--- config.mk ---
export PLATFORM = sky130hd
export DESIGN_NAME = riscv_v_csr_ctrl_flat
export DESIGN_NICKNAME = d
export VERILOG_FILES = /design/src/rtl/riscv_v_csr_ctrl_if.sv /design/src/rtl/riscv_v_csr_ctrl.sv /design/src/flat_wrapper.sv
export SDC_FILE = /design/constraint.sdc
export NUM_CORES = 1
export LEC_CHECK = 0
export ABC_AREA = 1
export BUFFER_PORTS_ARGS = -buffer_cell sky130_fd_sc_hd__buf_4
export CAP_MARGIN = 20
export CORE_MARGIN = 5
export CORE_UTILIZATION = 55
export CTS_CLUSTER_DIAMETER = 80
export DETAILED_ROUTE_END_ITERATION = 6
export GPL_TIMING_DRIVEN = 0
export MAX_ROUTING_LAYER = met4
export PLACE_DENSITY = 0.94
export SLEW_MARGIN = 0
export SYNTH_ARGS = -nofsm -noshare
export SYNTH_HDL_FRONTEND = slang
export SYNTH_SLANG_ARGS = --single-unit
--- constraint.sdc ---
create_clock -name clk -period 15.3 [get_ports clk]
set_input_delay 2.295 -clock clk [delete_from_list [all_inputs] [get_ports clk]]
set_output_delay 2.295 -clock clk [all_outputs]
set_load 0.01 [all_outputs]
--- src/rtl/riscv_v_csr_ctrl_if.sv ---
// riscv_v_csr_ctrl_if: request/response handshake bundle between an issue stage and the vector CSR controller
interface riscv_v_csr_ctrl_if;
    logic        req_valid;
    logic        req_ready;
    logic [2:0]  req_op;
    logic [31:0] req_avl;
    logic [31:0] req_vtype;
    logic        req_rs1_x0;
    logic        req_rd_x0;
    logic [11:0] req_csr_addr;
    logic [31:0] req_wdata;
    logic        rsp_valid;
    logic        rsp_ready;
    logic [31:0] rsp_rdata;
    logic        rsp_illegal;

    modport master (
        output req_valid, req_op, req_avl, req_vtype, req_rs1_x0, req_rd_x0, req_csr_addr, req_wdata, rsp_ready,
        input  req_ready, rsp_valid, rsp_rdata, rsp_illegal
    );

    modport slave (
        input  req_valid, req_op, req_avl, req_vtype, req_rs1_x0, req_rd_x0, req_csr_addr, req_wdata, rsp_ready,
        output req_ready, rsp_valid, rsp_rdata, rsp_illegal
    );
endinterface

--- src/rtl/riscv_v_csr_ctrl.sv ---
// riscv_v_csr_ctrl: sequences vset*/Zicsr vector CSR instructions into one-cycle CSR write pulses and a response
module riscv_v_csr_ctrl #(
    parameter int VLEN = 128
) (
    input  logic              clk,
    input  logic              rst,
    riscv_v_csr_ctrl_if.slave bus,
    output logic [31:0]       vtype_data_in,
    output logic              vtype_wr_en,
    input  logic [31:0]       vtype_data_out,
    output logic [31:0]       vl_data_in,
    output logic              vl_wr_en,
    input  logic [31:0]       vl_data_out,
    output logic [31:0]       vstart_data_in,
    output logic              vstart_wr_en,
    input  logic [31:0]       vstart_data_out,
    output logic [1:0]        vxrm_data_in,
    output logic              vxrm_wr_en,
    input  logic [1:0]        vxrm_data_out,
    output logic              vxsat_data_in,
    output logic              vxsat_wr_en,
    input  logic              vxsat_data_out,
    input  logic [31:0]       vlenb_data_out,
    input  logic [2:0]        vcsr_data_out
);
    typedef enum logic [1:0] {IDLE, EXEC, WRITE, RESP} state_t;

    localparam logic [2:0] OP_VSETIVLI = 3'd1;
    localparam logic [2:0] OP_VSETVL   = 3'd2;
    localparam logic [2:0] OP_CSRRW    = 3'd3;
    localparam logic [2:0] OP_CSRRS    = 3'd4;
    localparam logic [2:0] OP_CSRRC    = 3'd5;

    state_t      state, state_nxt;
    logic [2:0]  op_q;
    logic [31:0] avl_q, vtype_q, wdata_q;
    logic        rs1_x0_q, rd_x0_q;
    logic [11:0] addr_q;
    logic [4:0]  we_q, we_c;
    logic [31:0] rdata_q, rdata_c;
    logic        illegal_q, illegal_c;
    logic        vill, keep_vl, mapped, ro, wr_try, csr_ok, is_vset;
    logic [31:0] vlmax, avl_eff, vl_new, old, nv;

    // Result of the captured instruction against the current CSR outputs
    always_comb begin
        is_vset = op_q <= OP_VSETVL;
        vill = |vtype_q[2:0] || vtype_q[5] || |vtype_q[31:8];
        vlmax = 32'(VLEN) >> ({2'b0, vtype_q[5:3]} + 5'd3);
        avl_eff = (op_q == OP_VSETIVLI || !rs1_x0_q) ? avl_q : vlmax;
        keep_vl = op_q != OP_VSETIVLI && rs1_x0_q && rd_x0_q && !vill;
        vl_new = vill ? '0 : keep_vl ? vl_data_out : (avl_eff < vlmax ? avl_eff : vlmax);
        mapped = 1'b1;
        old = '0;
        case (addr_q)
            12'h008: old = vstart_data_out;
            12'h009: old = {31'b0, vxsat_data_out};
            12'h00A: old = {30'b0, vxrm_data_out};
            12'h00F: old = {29'b0, vcsr_data_out};
            12'hC20: old = vl_data_out;
            12'hC21: old = vtype_data_out;
            12'hC22: old = vlenb_data_out;
            default: mapped = 1'b0;
        endcase
        ro = addr_q[11:10] == 2'b11;
        wr_try = op_q == OP_CSRRW || !rs1_x0_q;
        nv = op_q == OP_CSRRW ? wdata_q : op_q == OP_CSRRS ? (old | wdata_q) : (old & ~wdata_q);
        csr_ok = mapped && !(ro && wr_try) && op_q <= OP_CSRRC;
        illegal_c = !is_vset && !csr_ok;
        rdata_c = is_vset ? vl_new : csr_ok ? old : '0;
        we_c = is_vset ? {1'b1, !keep_vl, 1'b1, 2'b00}
             : (csr_ok && wr_try) ? {2'b00, addr_q == 12'h008, addr_q == 12'h00A || addr_q == 12'h00F,
                                     addr_q == 12'h009 || addr_q == 12'h00F}
             : 5'b0;
    end

    always_ff @(posedge clk or posedge rst) begin
        if (rst) begin
            state          <= IDLE;
            op_q           <= '0;
            avl_q          <= '0;
            vtype_q        <= '0;
            wdata_q        <= '0;
            rs1_x0_q       <= 1'b0;
            rd_x0_q        <= 1'b0;
            addr_q         <= '0;
            we_q           <= '0;
            rdata_q        <= '0;
            illegal_q      <= 1'b0;
            vtype_data_in  <= '0;
            vl_data_in     <= '0;
            vstart_data_in <= '0;
            vxrm_data_in   <= '0;
            vxsat_data_in  <= 1'b0;
        end else begin
            state <= state_nxt;
            if (state == IDLE && bus.req_valid) begin
                op_q     <= bus.req_op;
                avl_q    <= bus.req_avl;
                vtype_q  <= bus.req_vtype;
                wdata_q  <= bus.req_wdata;
                rs1_x0_q <= bus.req_rs1_x0;
                rd_x0_q  <= bus.req_rd_x0;
                addr_q   <= bus.req_csr_addr;
            end
            if (state == EXEC) begin
                we_q           <= we_c;
                rdata_q        <= rdata_c;
                illegal_q      <= illegal_c;
                vtype_data_in  <= vill ? 32'h8000_0000 : {24'b0, vtype_q[7:0]};
                vl_data_in     <= vl_new;
                vstart_data_in <= is_vset ? '0 : nv;
                vxrm_data_in   <= addr_q == 12'h00F ? nv[2:1] : nv[1:0];
                vxsat_data_in  <= nv[0];
            end
        end
    end

    always_comb begin
        state_nxt = state;
        case (state)
            IDLE:    state_nxt = bus.req_valid ? EXEC : IDLE;
            EXEC:    state_nxt = WRITE;
            WRITE:   state_nxt = RESP;
            RESP:    state_nxt = bus.rsp_ready ? IDLE : RESP;
            default: state_nxt = IDLE;
        endcase
    end

    // Write enables are decoded from state so an async reset drops them at once
    assign {vtype_wr_en, vl_wr_en, vstart_wr_en, vxrm_wr_en, vxsat_wr_en} = state == WRITE ? we_q : 5'b0;
    assign bus.req_ready   = state == IDLE;
    assign bus.rsp_valid   = state == RESP;
    assign bus.rsp_rdata   = rdata_q;
    assign bus.rsp_illegal = illegal_q;
endmodule

--- src/flat_wrapper.sv ---
// flat-port wrapper written by rule: the top's interface ports become plain ports
module riscv_v_csr_ctrl_flat 
#(
    parameter int VLEN = 128
)
  (clk, rst, vtype_data_in, vtype_wr_en, vtype_data_out, vl_data_in, vl_wr_en, vl_data_out, vstart_data_in, vstart_wr_en, vstart_data_out, vxrm_data_in, vxrm_wr_en, vxrm_data_out, vxsat_data_in, vxsat_wr_en, vxsat_data_out, vlenb_data_out, vcsr_data_out, bus_req_valid, bus_req_op, bus_req_avl, bus_req_vtype, bus_req_rs1_x0, bus_req_rd_x0, bus_req_csr_addr, bus_req_wdata, bus_rsp_ready, bus_req_ready, bus_rsp_valid, bus_rsp_rdata, bus_rsp_illegal);
  riscv_v_csr_ctrl_if bus_i ();
  input  logic clk;
  input  logic rst;
  output logic [31:0] vtype_data_in;
  output logic vtype_wr_en;
  input  logic [31:0] vtype_data_out;
  output logic [31:0] vl_data_in;
  output logic vl_wr_en;
  input  logic [31:0] vl_data_out;
  output logic [31:0] vstart_data_in;
  output logic vstart_wr_en;
  input  logic [31:0] vstart_data_out;
  output logic [1:0] vxrm_data_in;
  output logic vxrm_wr_en;
  input  logic [1:0] vxrm_data_out;
  output logic vxsat_data_in;
  output logic vxsat_wr_en;
  input  logic vxsat_data_out;
  input  logic [31:0] vlenb_data_out;
  input  logic [2:0] vcsr_data_out;
  input wire logic [$bits(bus_i.req_valid)-1:0] bus_req_valid;
  input wire logic [$bits(bus_i.req_op)-1:0] bus_req_op;
  input wire logic [$bits(bus_i.req_avl)-1:0] bus_req_avl;
  input wire logic [$bits(bus_i.req_vtype)-1:0] bus_req_vtype;
  input wire logic [$bits(bus_i.req_rs1_x0)-1:0] bus_req_rs1_x0;
  input wire logic [$bits(bus_i.req_rd_x0)-1:0] bus_req_rd_x0;
  input wire logic [$bits(bus_i.req_csr_addr)-1:0] bus_req_csr_addr;
  input wire logic [$bits(bus_i.req_wdata)-1:0] bus_req_wdata;
  input wire logic [$bits(bus_i.rsp_ready)-1:0] bus_rsp_ready;
  output wire logic [$bits(bus_i.req_ready)-1:0] bus_req_ready;
  output wire logic [$bits(bus_i.rsp_valid)-1:0] bus_rsp_valid;
  output wire logic [$bits(bus_i.rsp_rdata)-1:0] bus_rsp_rdata;
  output wire logic [$bits(bus_i.rsp_illegal)-1:0] bus_rsp_illegal;
  assign bus_i.req_valid = bus_req_valid;
  assign bus_i.req_op = bus_req_op;
  assign bus_i.req_avl = bus_req_avl;
  assign bus_i.req_vtype = bus_req_vtype;
  assign bus_i.req_rs1_x0 = bus_req_rs1_x0;
  assign bus_i.req_rd_x0 = bus_req_rd_x0;
  assign bus_i.req_csr_addr = bus_req_csr_addr;
  assign bus_i.req_wdata = bus_req_wdata;
  assign bus_i.rsp_ready = bus_rsp_ready;
  assign bus_req_ready = bus_i.req_ready;
  assign bus_rsp_valid = bus_i.rsp_valid;
  assign bus_rsp_rdata = bus_i.rsp_rdata;
  assign bus_rsp_illegal = bus_i.rsp_illegal;
  riscv_v_csr_ctrl #(.VLEN(VLEN)) u_core (.clk(clk), .rst(rst), .bus(bus_i), .vtype_data_in(vtype_data_in), .vtype_wr_en(vtype_wr_en), .vtype_data_out(vtype_data_out), .vl_data_in(vl_data_in), .vl_wr_en(vl_wr_en), .vl_data_out(vl_data_out), .vstart_data_in(vstart_data_in), .vstart_wr_en(vstart_wr_en), .vstart_data_out(vstart_data_out), .vxrm_data_in(vxrm_data_in), .vxrm_wr_en(vxrm_wr_en), .vxrm_data_out(vxrm_data_out), .vxsat_data_in(vxsat_data_in), .vxsat_wr_en(vxsat_wr_en), .vxsat_data_out(vxsat_data_out), .vlenb_data_out(vlenb_data_out), .vcsr_data_out(vcsr_data_out));
endmodule
### Yosys cells after proc, flatten, opt, wreduce, memory -nomap -nowiden

Index checks and enable logic that the tools add are counted.

* register bits after elaboration: 252
* input bits: 251
* output and inout bits: 139
* word-level logic and storage cells: 83

* add/sub/neg operators: 1
* magnitude comparators: 3
* equality and inequality tests: 15
* shift operators: 1
* multiplexer cells: 19
* bitwise logic cells: 3
* reductions and logical operators: 25

Operators by type and width (number)
* 2-to-1 mux 32 bit: 10
* case mux 32 bit (7 select lines): 1
* == test 12 x 4 -> 1 bit, second input constant: 4
* == test 12 bit, second input constant: 3
* AND 32 bit: 1
* < comparator 32 bit: 1
* NOT 32 bit: 1
* bitwise OR 32 bit: 1
* >> shifter 8 x 5 -> 32 bit, first input constant: 1
* OR reduction 24 bit: 1
* 2-to-1 mux 5 bit: 2
* logical AND 1 bit: 9
* case mux 2 bit (4 select lines): 1
* OR reduction 7 bit: 1
* == test 2 bit, second input constant: 3
* zero test 1 bit: 6
* logical OR 1 bit: 6
* adder 3 x 2 -> 4 bit, second input constant: 1
* 2-to-1 mux 2 bit: 2
* == test 3 x 1 -> 1 bit, second input constant: 1
* == test 3 x 2 -> 1 bit, second input constant: 1
* == test 3 bit, second input constant: 1
* less-or-equal comparator 3 x 2 -> 1 bit, second input constant: 1
* less-or-equal comparator 3 bit, second input constant: 1
* 6 further kinds: 7

### Logic depth before layout (Yosys ltp)

* depth after elaboration: 9
* gate-level depth with buffers: 18
* depth with buffers taken out: 16

### Worst setup path after synthesis

Ideal clock, no wire load.

* kind: input to register
* start: input bus_req_valid
* end: register u_core.addr_q[0]
* setup time: 133 ps
* arrival: 3272 ps
* required time: 15167 ps
* path slack: 11896 ps
* stages: 5
* buffers on the path: 3
* path through: nand2_1 clkbuf_1 clkbuf_1 clkbuf_1 a21oi_1

* word-level cells in the longest chain between the ends: 1

RTL lines
* start, declared: line flat_wrapper.sv:27 `input wire logic [$bits(bus_i.req_valid)-1:0] bus_req_valid;`
* logical AND 1 bit: line riscv_v_csr_ctrl.sv:97 `if (state == IDLE && bus.req_valid) begin`
* end signal, assigned: line riscv_v_csr_ctrl.sv:104 `addr_q <= bus.req_csr_addr;`
* end, declared: line riscv_v_csr_ctrl.sv:38 `logic [11:0] addr_q;`

No other way between the ends.
A chain may end at the register's enable or synchronous reset.

### Final worst setup path

* start: input bus_req_valid
* end: register u_core.vtype_q[7]

* word-level cells in the longest chain between the ends: 1

RTL lines
* logical AND 1 bit: line riscv_v_csr_ctrl.sv:97
* end signal, assigned: line riscv_v_csr_ctrl.sv:100 `vtype_q <= bus.req_vtype;`
* end, declared: line riscv_v_csr_ctrl.sv:36 `logic [31:0] avl_q, vtype_q, wdata_q;`

No other way between the ends.

==> key figures <==
Status
  – Outcome: complete, no violations

Route
  – DR vias: 11.8k
  – Via count normalized by instance count: around 5.9
  – Drt drc: 0
  – WL per Instance: around 23 um
  – Detail Route Antenna Nets: 0
  – Pre-antenna DRT Iters: 6
  – Iter 0 DRT Violations: 1363
  – Drt total wl: 46500 um

Timing
  – Worst-margin pin slew: approximately 0.84 ns
  – Final Setup Violations: 0
  – Final hold violations: 0
  – Max-slew headroom at the worst pin: 0.435
  – Post-route clock period utilization: 0.267
  – Skew final: 0.00866 ns
  – Top achievable clock speed: 245 MHz
  – Setup repair after global routing missed its margin: false
  – Post-route setup TNS: 0 ns
  – Number of pins exceeding their max-slew limit in the final report: 0
  – Minimum period implied by the final worst setup slack: 4.08 ns

Layout
  – Fill count: 1384
  – Total Nets Final: 1969
  – Share of final-layout standard cells stronger than drive strength 1: 0.354
  – Fraction of the core area covered by cells at the end of the flow: 0.760
  – Area growth, synth to finish: 35.3%

Clocking
  – Clock tree from TritonCTS: done
  – Clock Tree Root: sky130_fd_sc_hd__clkbuf_16
  – Sinks on the clock net: 229
  – Number of clock buffers inserted by TritonCTS: 25
  – Clock transition at the registers of the reported paths: 0.06 ns
  – Post-CTS setup repair buffer count: 0
  – Total of cells resized after clock tree synthesis: 0
  – Clk_lat worst skew: approximately 0.53 ns
  – Total number of H-tree levels: 1
  – Maximum clock insertion buffer count: 3
  – Total of hold buffers inserted after clock tree synthesis: 0

Power
  – VDD IR max: 0.000134 V
  – Cell Pwr Density: ~190 mW/mm^2
  – Static Leak: around 7.7 nW

Place
  – HPWL after detailed placement: 34600 um
  – I/O Buffers: 366
  – Global placer's final weighted congestion: 0.970

Setup path
  – Crit. End Element: flop
  – Classification of the worst setup path: primary input to flop
  – Largest fanout on the critical path: 10
  – Launching element type of the critical path: primary input
  – Startpoint of the worst setup timing path: bus_req_valid
  – Data arrival time of the critical path: approximately 4.5 ns
  – Worst reg2reg path startpoint: u_core.addr_q[7]
  – Required time at the worst-slack endpoint: 15.68 ns

Die
  – Height of the die: 154 um
  – Core Rows: 52
  – Width of the chip: between 150 and 200 um
  – Effective utilization at floorplan: 0.562
  – Ports: ~400
  – Floorplan die area: 0.0237 mm^2
  – Core ar.: 0.0203 mm^2

Logic synthesis
  – Proportion of synthesized flip-flops having asynchronous set or reset: 1.00
  – Synthesized netlist cell count: 1298
  – Ys Warns: 0
  – Largest area contributor in the synthesized netlist: sky130_fd_sc_hd__dfrtp_1
  – Number of register bits inferred by synthesis: 229
  – Netlist area before placement: 0.0114 mm^2
  – Cell with the most instances after synthesis: sky130_fd_sc_hd__nand2_1
  – Mean instance size in the synthesized netlist: 8.78 um^2
  – Synth top area cells: sky130_fd_sc_hd__dfrtp_1, sky130_fd_sc_hd__nand2_1, sky130_fd_sc_hd__mux2_2
  – Count of different cell masters after synthesis: 41
  – Fraction of post-synthesis cell area in the top cell type by area: 0.503
  – Most used flip-flop cell after synthesis: sky130_fd_sc_hd__dfrtp_1
  – Synth cell count leaders: sky130_fd_sc_hd__nand2_1, sky130_fd_sc_hd__dfrtp_1, sky130_fd_sc_hd__nor2_1
  – Number of synthesized flops with an enable pin: 0
  – Share of the yosys chip area belonging to registers: 0.503

GRT
  – Number of antenna violations at the first check in global routing: 6
  – Vias in the first global route: about 12k
  – Pin count of the biggest net entering global routing: approximately 140
  – Wire length of the first global-routing pass: 69400 um
  – Remaining Overflow, GRT: 0
  – All-layer global routing usage: 0.388

Job
  – Number of maximum-capacitance violations: 0

Hold path
  – Hold path startpoint: u_core.vl_data_in[21]
  – Worst hold-check path type: flop to flop
-- cell families after synthesis --
family,after synthesis,share of synthesized area
adders and majority gates,4,0.00439
buffers and inverters,166,0.0690
and+or+nand+nor,641,0.250
other,1,0.000329
AOI/OAI and AO/OA,177,0.0946
muxes,80,0.0790
DFF,229,0.503
-- state kept, by name, indices dropped and copies added, names as in the netlist, 5 cells and up --
signal and cells:
u_core.addr_q 12, u_core.bus.rsp_rdata 32, u_core.we_q 5, u_core.avl_q 32, u_core.vtype_data_in 9, u_core.wdata_q 32, u_core.vtype_q 32, u_core.vstart_data_in 32
u_core.vl_data_in 32
-- area by class of cell --
cell class                      count  area (um^2)  area share
Sequential cell                   229         5730       0.371
Antenna cell                        6         15.0    0.000973
Tap cell                          270          338      0.0219
Inverter                           80          308      0.0200
Clock buffer                       34          709      0.0460
Multi-Input combinational cell    925         4960       0.322
Timing Repair Buffer              367         2780       0.180
Clock inverter                     12          100     0.00649
Buffer                             86          487      0.0315
-- path summary, 6_finish.rpt --
check | to | slack [ns] | cells past startpoint
worst max register to register | u_core.vstart_data_in[27] | 12.48 | 12
max in group asynchronous | u_core.bus.rsp_rdata[17] | 12.34 | 3
worst min register to register | u_core.vl_data_in[21] | 0.49 | 1
worst min-delay path | u_core.vl_data_in[21] | 0.49 | 1
min in group asynchronous | u_core.vtype_data_in[5] | 1.85 | 2
worst max-delay path | u_core.vtype_q[7] | 11.22 | 6
-- stage by stage --
stage | cells | hold WS [ns] | setup slack [ns] | cell area [um^2] | power, mW
after floorplan | 1320 | 0.471 | 6.73 | 11500 | 1.77
after global placement | 1956 | 0.465 | 4.31 | 14600 | 2.23
after detailed placement | 1957 | 0.467 | 10.82 | 14600 | 2.31
after CTS | 2003 | 0.488 | 11.32 | 15400 | 2.93
after global routing | 2009 | 0.509 | 11.23 | 15400 | 3.11
final | 2009 | 0.491 | 11.22 | 15400 | 2.96
-- where the power goes --
| part | total (mW) | switching [mW] | internal, mW |
|---|---|---|---|
| Clock | 0.600 | 0.257 | 0.343 |
| Combinational | 1.30 | 0.769 | 0.531 |
| Sequential | 1.06 | 0.183 | 0.877 |
| Total | 2.96 | 1.21 | 1.75 |
-- cell usage in the layout, fill, tap and decap left out, drive strengths merged, types with 4 or more instances in the layout --
master and n:
inv 80, o31ai 4, nand2 368, nor2 129
clkinv 8, o21ai 57, dfrtp 229, a21oi 75
buf 420, nor3 13, conb 23, nand3 69
nand4 55, clkbuf 67, o21a 27, mux2 80
diode 6, ha 4, a22oi 11
-- routing by layer --
metal | part of all wire | track usage
met1 | 0.36 | 0.461
met3 | 0.097 | 0.0793
met4 | 0.061 | 0.201
met5 | 0 | -
met2 | 0.48 | 0.628
-- worst max-delay path, stage by stage --
cell and delay, ns:
sky130_fd_sc_hd__buf_4 0.11, sky130_fd_sc_hd__nand2_1 0.17, sky130_fd_sc_hd__clkbuf_1 0.63, sky130_fd_sc_hd__clkbuf_1 0.50
sky130_fd_sc_hd__clkbuf_1 0.57, sky130_fd_sc_hd__a21oi_1 0.18
No activity file was read; power rests on OpenSTA's default activity.
